===== src/rtl/serial_pkg.sv =====
// Shared definitions for the multi-lane bit-serial adder/subtractor.
// Ports: none (package only).
// Holds the controller state type and the default word/lane sizing.
package serial_pkg;

  localparam int DEF_WIDTH = 8;
  localparam int DEF_LANES = 4;

  typedef enum logic [1:0] {
    IDLE = 2'd0,
    RUN  = 2'd1,
    DONE = 2'd2
  } state_t;

endpackage


===== src/rtl/serial_fa_lane.sv =====
// One bit-serial full-adder lane: carry flop, serial sum bit, result shift register.
// Latency: s is combinational from a/b/carry; sum/cout/ovf settle the cycle after the last bit.
// Backpressure: none; the lane advances only when en is high and holds otherwise.
// Ports: clk, rst (async active-low), init/init_sub (start of word),
//        sub (latched mode), run/en/last (from controller), a/b (operand bits),
//        s (serial result), sum (parallel result), cout, ovf.
module serial_fa_lane
  import serial_pkg::*;
#(
  parameter int WIDTH = DEF_WIDTH
) (
  input  logic             clk,
  input  logic             rst,
  input  logic             init,
  input  logic             init_sub,
  input  logic             sub,
  input  logic             run,
  input  logic             en,
  input  logic             last,
  input  logic             a,
  input  logic             b,
  output logic             s,
  output logic [WIDTH-1:0] sum,
  output logic             cout,
  output logic             ovf
);

  logic carry;
  logic bx;
  logic s_raw;
  logic carry_nxt;

  // Subtraction is A + ~B + 1: invert B here, the +1 comes from the carry seed.
  assign bx        = b ^ sub;
  assign s_raw     = a ^ bx ^ carry;
  assign carry_nxt = (a & bx) | (a & carry) | (bx & carry);
  assign s         = run & s_raw;

  always_ff @(posedge clk or negedge rst) begin
    if (!rst) begin
      carry <= 1'b0;
      sum   <= '0;
      cout  <= 1'b0;
      ovf   <= 1'b0;
    end else if (init) begin
      carry <= init_sub;
      sum   <= '0;
      cout  <= 1'b0;
      ovf   <= 1'b0;
    end else if (en) begin
      carry <= carry_nxt;
      // LSB arrives first, so shifting right leaves bit 0 at the bottom after WIDTH steps.
      sum   <= {s_raw, sum[WIDTH-1:1]};
      if (last) begin
        cout <= carry_nxt;
        // Signed overflow: carry into the MSB differs from carry out of it.
        ovf  <= carry ^ carry_nxt;
      end
    end
  end

endmodule


===== src/rtl/serial_addsub.sv =====
// Multi-lane bit-serial add/subtract with a shared IDLE/RUN/DONE controller.
// Latency: done rises the cycle after the WIDTH-th enabled bit (>= WIDTH+1 cycles after start).
// Backpressure: bit_en low stalls all lanes; start is ignored outside IDLE.
// Ports: clk, rst (async active-low), start, sub, bit_en, a/b (one bit per lane),
//        s (serial result bits), busy, done, sum_par (lane k at [k*WIDTH +: WIDTH]), cout, ovf.
module serial_addsub
  import serial_pkg::*;
#(
  parameter int WIDTH = DEF_WIDTH,
  parameter int LANES = DEF_LANES
) (
  input  logic                   clk,
  input  logic                   rst,
  input  logic                   start,
  input  logic                   sub,
  input  logic                   bit_en,
  input  logic [LANES-1:0]       a,
  input  logic [LANES-1:0]       b,
  output logic [LANES-1:0]       s,
  output logic                   busy,
  output logic                   done,
  output logic [LANES*WIDTH-1:0] sum_par,
  output logic [LANES-1:0]       cout,
  output logic [LANES-1:0]       ovf
);

  localparam int CW = (WIDTH > 1) ? $clog2(WIDTH) : 1;

  state_t        state;
  state_t        state_nxt;
  logic [CW-1:0] cnt;
  logic          sub_q;
  logic          init;
  logic          en;
  logic          last;

  assign init = (state == IDLE) && start;
  assign en   = (state == RUN) && bit_en;
  assign last = en && (cnt == CW'(WIDTH - 1));
  assign busy = (state == RUN);
  assign done = (state == DONE);

  always_ff @(posedge clk or negedge rst) begin
    if (!rst) begin
      state <= IDLE;
      cnt   <= '0;
      sub_q <= 1'b0;
    end else begin
      state <= state_nxt;
      if (init) begin
        cnt   <= '0;
        sub_q <= sub;
      end else if (en) begin
        cnt <= last ? '0 : cnt + 1'b1;
      end
    end
  end

  always_comb begin
    state_nxt = state;
    case (state)
      IDLE:    if (start) state_nxt = RUN;
      RUN:     if (last)  state_nxt = DONE;
      DONE:    state_nxt = IDLE;
      default: state_nxt = IDLE;
    endcase
  end

  for (genvar k = 0; k < LANES; k++) begin : g_lane
    serial_fa_lane #(
      .WIDTH(WIDTH)
    ) u_lane (
      .clk     (clk),
      .rst     (rst),
      .init    (init),
      .init_sub(sub),
      .sub     (sub_q),
      .run     (busy),
      .en      (en),
      .last    (last),
      .a       (a[k]),
      .b       (b[k]),
      .s       (s[k]),
      .sum     (sum_par[k*WIDTH +: WIDTH]),
      .cout    (cout[k]),
      .ovf     (ovf[k])
    );
  end

endmodule


===== config.mk =====
export PLATFORM = sky130hd
export DESIGN_NAME = serial_addsub
export DESIGN_NICKNAME = d
export VERILOG_FILES = /design/src/rtl/serial_pkg.sv /design/src/rtl/serial_fa_lane.sv /design/src/rtl/serial_addsub.sv
export SDC_FILE = /design/constraint.sdc
export NUM_CORES = 1
export LEC_CHECK = 0
export ABC_CLOCK_PERIOD_IN_PS = 2330
export CORE_MARGIN = 4
export CORE_UTILIZATION = 25
export DETAILED_ROUTE_END_ITERATION = 10
export SLEW_MARGIN = 20
export SYNTH_ARGS = -nofsm -noshare
export SYNTH_HDL_FRONTEND = slang
export SYNTH_SLANG_ARGS = --single-unit

===== constraint.sdc =====
create_clock -name clk -period 2.33 [get_ports clk]
set_input_delay 0.466 -clock clk [delete_from_list [all_inputs] [get_ports clk]]
set_output_delay 0.466 -clock clk [all_outputs]
set_load 0.01 [all_outputs]

==> results.cfg, run 1 <==
[power]
pwr-share-comb_pct = 49.0
swShare_pct = 35.3
p_seq_share_pct = 37.3
p_clk_share_pct = 13.7
p_sw_mw = 1.47
power.leakage_nw = 1.38
power_density_nw_per_um2 = 1380
p_int_mw = 2.69
peakVddDrop_mv = 0.544

[timing]
finalHoldViolations = 0
fin_hold_ws_ns = 0.178
slew_headroom_pct = 55.9
rsz0062_at_grt = no
worstMarginPinSlew_ns = 0.662
finClkSkew_ns = 0.0106
period_needed_ns = 2.25
setup_tns_ns = 0
finalMaxSlewViolations = 0
period_share_pct = 96.8
fmax_mhz = 444
setup_viol = 0

[floorplanning]
rows = 34
chipWidth_um = 103
die-height_um = 103
core_area_um2 = 8810
dieArea_um2 = 10700
boundaryPins = 59
start_util_pct = 25.9

[run_status]
status = complete, no violations

[cts]
clockRootBuffer = clkbuf_8
clock_latency_ns = 0.31
cts_inserted_buffers = 5
h-tree-depth = 2
cts_tree = done
clk_pin_slew_worst_paths_ns = 0.09
clockBufferDepth = 2
clock-sinks = 50

[synthesis]
synth_cells = 185
syn_nets = 204
synth_edf_count = 0
netlist_area_um2 = 2280
synth.avg_cell_area_um2 = 12.3
ys.flop_type = dfrtp_1
synth-seq-cells = 50
yosysSeqAreaShare_pct = 54.9
async_flop_share_pct = 100
ys_types = 30
yosysWarnings = 0

[setup_path]
endpoint_kind = output pin
crit_type = input pin to output pin
required_ns = 1.86
worstRegToRegCells = 4
r2r_end = g_lane[0].u_lane.cout
r2r_slack_ns = 0.69
cp_slowest_cell = clkdlybuf4s50_1
r2r-start = sub_q
cp_cell_sequence = clkdlybuf4s50_1, xnor2_1, fa_1, nor2_1, buf_2
cp_max_fo = 2
worstPathArrival_ns = 1.79
slowest_delay_ns = 0.47
crit_path_start_kind = input pin

[global_route]
grt_max_degree = 34
track_usage_pct = 10.2
grt_overflow = 0
grt_pass1_vias = 1599
grt_pass1_wl_um = 8390
antenna_found_initial = 0

[finish]
final_cells = 346
n_antenna_cell = 0
area_growth_pct = 32.5
nFillCells = 880
nNetsFinal = 256
fin_area_um2 = 3020
drive_above_1_share_pct = 15.1

[run]
maxCapViolations = 0

[placement]
gp_congestion = 0.754
hpwl_um = 3740
place_inst = 337
portBuffers = 58
dpl_cell_area_um2 = 2890

[route]
finalWirelength_um = 5150
drt_iter0_markers = 49
drcViolationCount = 0
drtAntennaViolNets = 0
wire_per_inst_um = 14.9
drt-pass1-iter-count = 4
via_per_inst = 4.45
vias = 1538

[min_path]
hold_path.class = input pin to asynchronous set/reset pin
cell usage after synthesis, types with 3 or more instances:
library cell,count,area (um^2)
a21oi_1,8,40.0
a22o_1,33,289
buf_2,3,15.0
buf_4,14,105
buf_6,5,56.3
dfrtp_1,50,1250
fa_1,4,80.1
inv_1,11,41.3
nand2_1,12,45.0
nor2_1,6,22.5
o21a_1,4,30.0
o2bb2ai_1,4,35.0
or2_2,4,25.0
xnor2_1,9,78.8
cell usage in the layout (no fill, tap or decap), types with 2 or more instances in the layout:
master	instances
o21a_1	4
ha_1	2
clkdlybuf4s50_1	50
o2bb2ai_1	4
nor2_1	5
or2_2	4
clkbuf_8	7
buf_4	10
dfrtp_1	49
a22o_1	33
inv_1	11
nand2_1	12
xnor2_2	3
a21oi_1	8
buf_2	5
dlymetal6s2s_1	3
fa_1	4
xnor2_1	6
critical path, delay by kind of cell:
family	cells	cell delay (ns)
adders and majority gates	1	0.46
xor gates and xnor gates	1	0.14
and+or+nand+nor	1	0.12
buffers and inverters	2	0.61
through the flow:
| stage | util (%) | setup slack, ns | total power, mW |
|---|---|---|---|
| floorplan | - | 0.470 | 2.74 |
| global placement | 32.8 | -0.451 | 3.63 |
| detailed placement | 32.8 | -0.439 | 3.66 |
| CTS | 34.1 | 0.0191 | 4.20 |
| global route | 34.3 | 0.00435 | 4.48 |
| finish | 34.3 | 0.0755 | 4.15 |
cells by family after synthesis:
kind of cell               after synthesis  share of synthesized area (%)
muxes                                    1                          0.440
buffers and inverters                   35                           9.89
adders and majority gates                6                           4.62
and+or+nand+nor                         32                           8.41
xor gates and xnor gates                 9                           3.46
AOI/OAI and AO/OA                       52                           18.2
DFF                                     50                           54.9
power by group through the flow:
stage	sequential [mW]	combinational, mW	clock, mW
after global placement	1.56	2.07	0
after global routing	1.61	2.24	0.632
final	1.55	2.03	0.569
after CTS	1.55	2.06	0.586
after detailed placement	1.56	2.10	0
after floorplan	1.60	1.14	0
how the worst max path moves through the flow:
stage            to  cells past startpoint  start  slack (ns)
6_report       s[0]                      5   b[0]        0.08
5_1_grt        s[0]                      5   b[0]       0.004
4_1_cts        s[3]                      5   b[3]        0.02
3_5_place_dp   s[3]                      5   b[3]       -0.44
3_3_place_gp   s[3]                      5   b[3]       -0.45
2_1_floorplan  s[3]                      5  sub_q        0.47
layout make-up:
type / instances / area (um^2) / share of cell area [%]
inverter: 11 / 41.3 / 1.37
multi-input combinational: 100 / 826 / 27.4
clock buffer: 7 / 96.3 / 3.19
clock inverter: 1 / 8.76 / 0.290
timing repair buffer: 69 / 658 / 21.8
sequential: 50 / 1250 / 41.5
tap: 108 / 135 / 4.48
metal layers:
| metal | part of all wire (%) | up-vias | track usage [%] |
|---|---|---|---|
| met5 | 0 | - | 0 |
| met4 | 0.66 | 0 | 2.99 |
| met3 | 5.2 | 4 | 2.68 |
| met2 | 47 | 38 | 15.9 |
| met1 | 48 | 758 | 13.9 |
| li1 | - | 738 | - |
registers in the layout, summed over array words and instances (netlist names):
signal / cells
g_lane.u_lane.cout: 4
g_lane.u_lane.carry: 4
state: 2
sub_q: 1
cnt: 3
g_lane.u_lane.ovf: 4
g_lane.u_lane.sum: 32
timing repair:
action	in CTS	in global routing
endpoints found under the setup margin	4	3
resized for setup	21	3
pin swaps	5	4
hold buffers	0	0
setup buffers	0	1
Note: power is estimated with default switching activity, not from simulation.
==> run 2: changes to the inputs <==
Settings changed: ABC_AREA set to 1.
==> results.cfg, run 2 <==
[cts]
clock_latency_ns = 0.30
clk_pin_slew_worst_paths_ns = 0.08
cts_tree = done
clockRootBuffer = clkbuf_8
cts_inserted_buffers = 5
clockBufferDepth = 2
h-tree-depth = 2
clock-sinks = 50
hold_buffers = 0

[setup_path]
crit_path_start_kind = input pin
worstRegToRegCells = 4
r2r_end = g_lane[2].u_lane.sum[7]
r2r-start = sub_q
cp_slowest_cell = clkdlybuf4s50_1
slowest_delay_ns = 0.51
r2r_slack_ns = 0.76
cp_cell_sequence = clkdlybuf4s50_1, xnor2_2, fa_1, nor2_1, buf_2
cp.buffers_inverters = 2
cp-endpoint = s[1]
cp_max_fo = 2
crit_type = input pin to output pin
endpoint_kind = output pin
path_depth = 5
worstPathArrival_ns = 1.86
startpoint = b[1]
required_ns = 1.86
cp_top_family = buffers and inverters

[finish]
layout_commonest_cell = clkdlybuf4s50_1
seq_area_um2 = 1250
multi_input_area_um2 = 724
final_cells = 385
utilization_pct = 34.4
area_growth_pct = 31.9
nNetsFinal = 296
final_cell_mix = clkdlybuf4s50_1 (50), inv_1 (49), dfrtp_1 (49)
largest_reg_flops = 32
n_antenna_cell = 0
drive_above_1_share_pct = 12.6
nFillCells = 958
largest-register = g_lane.u_lane.sum

[synthesis]
synth_top_family_by_area = buffers and inverters
yosysWarnings = 0
synthMuxAreaShare_pct = 0
yosys.area.top_type = dfrtp_1
synth_xor_xnor_area_share_pct = 3.04
ys.flop_type = dfrtp_1
synth-seq-cells = 50
post-synth-top-count-cell = dfrtp_1
synth_top_area_share_pct = 54.3
synth.avg_cell_area_um2 = 10.2
synth_edf_count = 0
synth_cells = 227
synth_common_cells = dfrtp_1 (50), inv_1 (49), o22ai_1 (30)
async_flop_share_pct = 100
syn_nets = 246
ys_top_cells_by_area = dfrtp_1 (54%), o22ai_1 (8.1%), inv_1 (8.0%)
synth-compound-area-share_pct = 11.5
synth_fa_ha_area_share_pct = 4.56
ys_types = 24
synthSimpleGateAreaFrac_pct = 11.0
yosysSeqAreaShare_pct = 54.3
netlist_area_um2 = 2310

[global_route]
grt_pass1_wl_um = 9030
antenna_found_initial = 0
grt_overflow = 0
grt_pass1_vias = 1783
track_usage_pct = 10.2
grt_max_degree = 36

[route]
vias = 1667
drtAntennaViolNets = 0
drt-pass1-iter-count = 4
route.met3.wl_um = 238
wire_per_inst_um = 13.7
top_layer = met4
dr_wl_met2_um = 2490
finalWirelength_um = 5270
met1_length_um = 2490
drt_iter0_markers = 54
drcViolationCount = 0
via_per_inst = 4.33

[timing]
finalHoldViolations = 0
period_share_pct = 99.6
finClkSkew_ns = 0.00641
fmax_mhz = 431
setup_viol = 0
finalMaxSlewViolations = 0
slew_headroom_pct = 65.4
rsz0062_at_grt = yes
fin_hold_ws_ns = 0.133
worstMarginPinSlew_ns = 0.519
worst_slack_ns = 0.00822
setup_tns_ns = 0
period_needed_ns = 2.32

[min_path]
hold_path.class = input pin to asynchronous set/reset pin

[floorplanning]
boundaryPins = 59
core_area_um2 = 8850
dieArea_um2 = 10800
chipWidth_um = 104
rows = 34
start_util_pct = 26.1
die-height_um = 104

[placement]
place_inst = 378
portBuffers = 58
hpwl_um = 3750
place_ws_ns = -0.418
gp_congestion = 0.723

[power]
power.leakage_nw = 1.44
power_density_nw_per_um2 = 1440
peakVddDrop_mv = 0.376

[run_status]
status = complete, no violations

[run]
maxCapViolations = 0
run 2: cell families after synthesis:
| group | count (synthesis) |
|---|---|
| flops | 50 |
| compound gates | 41 |
| buf+inv | 73 |
| xor+xnor | 8 |
| fa+ha+maj | 6 |
| simple gates | 49 |
run 2: per-stage QoR:
step,power [mW],area [um^2]
floorplan,2.84,2310
global placement,3.83,2910
detailed placement,3.87,2910
CTS,4.48,3030
global route,4.75,3040
finish,4.39,3040
run 2: worst min-delay path by stage:
stage          start                 endpoint  cells after the start
6_report         rst     g_lane[0].u_lane.ovf                      1
5_1_grt          rst     g_lane[0].u_lane.ovf                      1
4_1_cts          rst  g_lane[0].u_lane.sum[6]                      1
3_5_place_dp     rst     g_lane[0].u_lane.ovf                      1
3_3_place_gp     rst     g_lane[0].u_lane.ovf                      1
2_1_floorplan    rst                   cnt[0]                      0
run 2: per-layer routing:
layer	global-route usage [%]	up-vias
met5	0	-
met4	3.99	0
met3	2.17	2
met2	16.4	43
met1	13.3	804
li1	-	818
run 2: final cells by class:
class | instances | area share, %
multi-input combinational | 104 | 23.8
tap | 108 | 4.44
inverter | 51 | 6.30
sequential | 50 | 41.2
clock inverter | 1 | 0.988
clock buffer | 6 | 2.72
timing repair buffer | 65 | 20.5
run 2: what timing repair did:
action / 4_1_cts / 5_1_grt
gates resized for setup: 19 / 5
pin swaps: 5 / 6
setup buffers: 0 / 0
setup endpoints to repair: 4 / 4
run 2: power by group:
group          switching [mW]  internal, mW
clock network           0.284         0.344
registers               0.256          1.26
logic                    1.09          1.16
total                    1.63          2.76
==> run 3: changes to the inputs <==
Settings changed: CORE_UTILIZATION 25 to 45, PLACE_DENSITY set to 0.74, SLEW_MARGIN 20 to 0.
==> results.cfg, run 3 (synthesized netlist as in run 2, its figures left out) <==
[cts]
clock-sinks = 50
clockRootBuffer = clkbuf_8
clk_pin_slew_worst_paths_ns = 0.09
post_cts_buffers = 0
clock_latency_ns = 0.30
clockBufferDepth = 2
cts_tree = done
h-tree-depth = 2
cts_inserted_buffers = 5

[run_status]
status = complete, no violations

[finish]
largest-register = g_lane.u_lane.sum
nNetsFinal = 296
area_growth_pct = 28.4
largest_reg_flops = 32
drive_above_1_share_pct = 12.9
n_antenna_cell = 0
layout_commonest_cell = clkdlybuf4s50_1
final_cell_mix = clkdlybuf4s50_1 (51), inv_1 (49), dfrtp_1 (49)

[global_route]
grt_overflow = 0
antenna_found_initial = 0
grt_max_degree = 51
grt_pass1_wl_um = 8130
grt_pass1_vias = 1697
track_usage_pct = 16.2

[power]
p_int_mw = 2.66
p_clk_share_pct = 12.8
pwr-share-comb_pct = 52.2
power_density_nw_per_um2 = 1450
p_seq_share_pct = 35.0
power_mw = 4.30
peakVddDrop_mv = 0.761
p_sw_mw = 1.64
power.leakage_nw = 1.42
swShare_pct = 38.1

[run]
maxCapViolations = 0

[route]
drcViolationCount = 0
drt-pass1-iter-count = 4
wire_per_inst_um = 13.8
drt_iter0_markers = 137
vias = 1703
drtAntennaViolNets = 0
finalWirelength_um = 4770
via_per_inst = 4.94

[min_path]
hold_path.class = input pin to asynchronous set/reset pin

[floorplanning]
die-height_um = 79.6
start_util_pct = 47.6
boundaryPins = 59
rows = 25
chipWidth_um = 79.6
dieArea_um2 = 6330
core_area_um2 = 4850

[timing]
fmax_mhz = 440
finalMaxSlewViolations = 0
period_share_pct = 97.6
slew_headroom_pct = 58.2
rsz0062_at_grt = yes
period_needed_ns = 2.27
finalHoldViolations = 0
setup_viol = 0
setup_tns_ns = 0
worstMarginPinSlew_ns = 0.627
fin_hold_ws_ns = 0.263
finClkSkew_ns = 0.00842

[setup_path]
endpoint_kind = output pin
cp.buffers_inverters = 2
cp_slowest_cell = clkdlybuf4s50_1
cp_top_family = buffers and inverters
slowest_delay_ns = 0.50
worstPathArrival_ns = 1.81
required_ns = 1.86
cp_max_fo = 2
crit_path_start_kind = input pin
crit_type = input pin to output pin
cp_cell_sequence = clkdlybuf4s50_1, xnor2_2, fa_1, nor2_1, buf_2

[placement]
hpwl_um = 3200
portBuffers = 58
gp_congestion = 0.750
-- run 3: cell type report --
| class | instances | area, um^2 |
|---|---|---|
| clock inverter | 2 | 16.3 |
| tap | 67 | 83.8 |
| inverter | 51 | 191 |
| multi-input combinational | 104 | 724 |
| timing repair buffer | 65 | 609 |
| clock buffer | 6 | 82.6 |
| sequential | 50 | 1250 |
| fill | 411 | 1890 |
-- run 3: routing by layer --
layer  track usage [%]  vias to the layer above  part of all wire [%]
li1                  -                      824                     -
met3              3.39                        8                   3.9
met4              5.15                        0                   2.1
met5                 0                        -                     0
met1              21.9                      834                    43
met2              26.2                       37                    51
-- run 3: metrics by stage --
| stage | setup slack (ns) | util [%] | cell area [um^2] | instances |
|---|---|---|---|---|
| after floorplan | 0.471 | - | 2310 | 227 |
| after detailed placement | -0.447 | 58.8 | 2850 | 337 |
| after global routing | -0.0100 | 61.1 | 2960 | 345 |
| after global placement | -0.391 | 58.8 | 2850 | 337 |
| final | 0.0568 | 61.1 | 2960 | 345 |
| after CTS | 0.0313 | 60.8 | 2950 | 345 |
-- run 3: final timing paths --
check	start	endpoint	slack, ns	cells past startpoint
max in group asynchronous	rst	sub_q	1.62	2
hold / removal	rst	g_lane[0].u_lane.ovf	0.26	2
hold reg to reg	cnt[1]	cnt[1]	0.49	2
setup reg to reg	sub_q	g_lane[0].u_lane.sum[7]	0.75	4
setup / recovery	b[3]	s[3]	0.06	5
min in group clk	cnt[1]	cnt[1]	0.49	2
-- run 3: timing repair --
action	4_1_cts	5_1_grt
resized for setup	20	3
pin swaps	7	4
endpoints found under the hold margin	0	0
endpoints found under the setup margin	4	3
hold buffers	0	0
-- run 3: power groups by stage --
stage                     Clock [mW]  Combinational [mW]  Sequential [mW]
after floorplan                    0                1.25             1.59
after global placement             0                2.27             1.50
after detailed placement           0                2.31             1.50
after CTS                      0.558                2.26             1.50
after global routing           0.592                2.48             1.56
final                          0.548                2.24             1.50
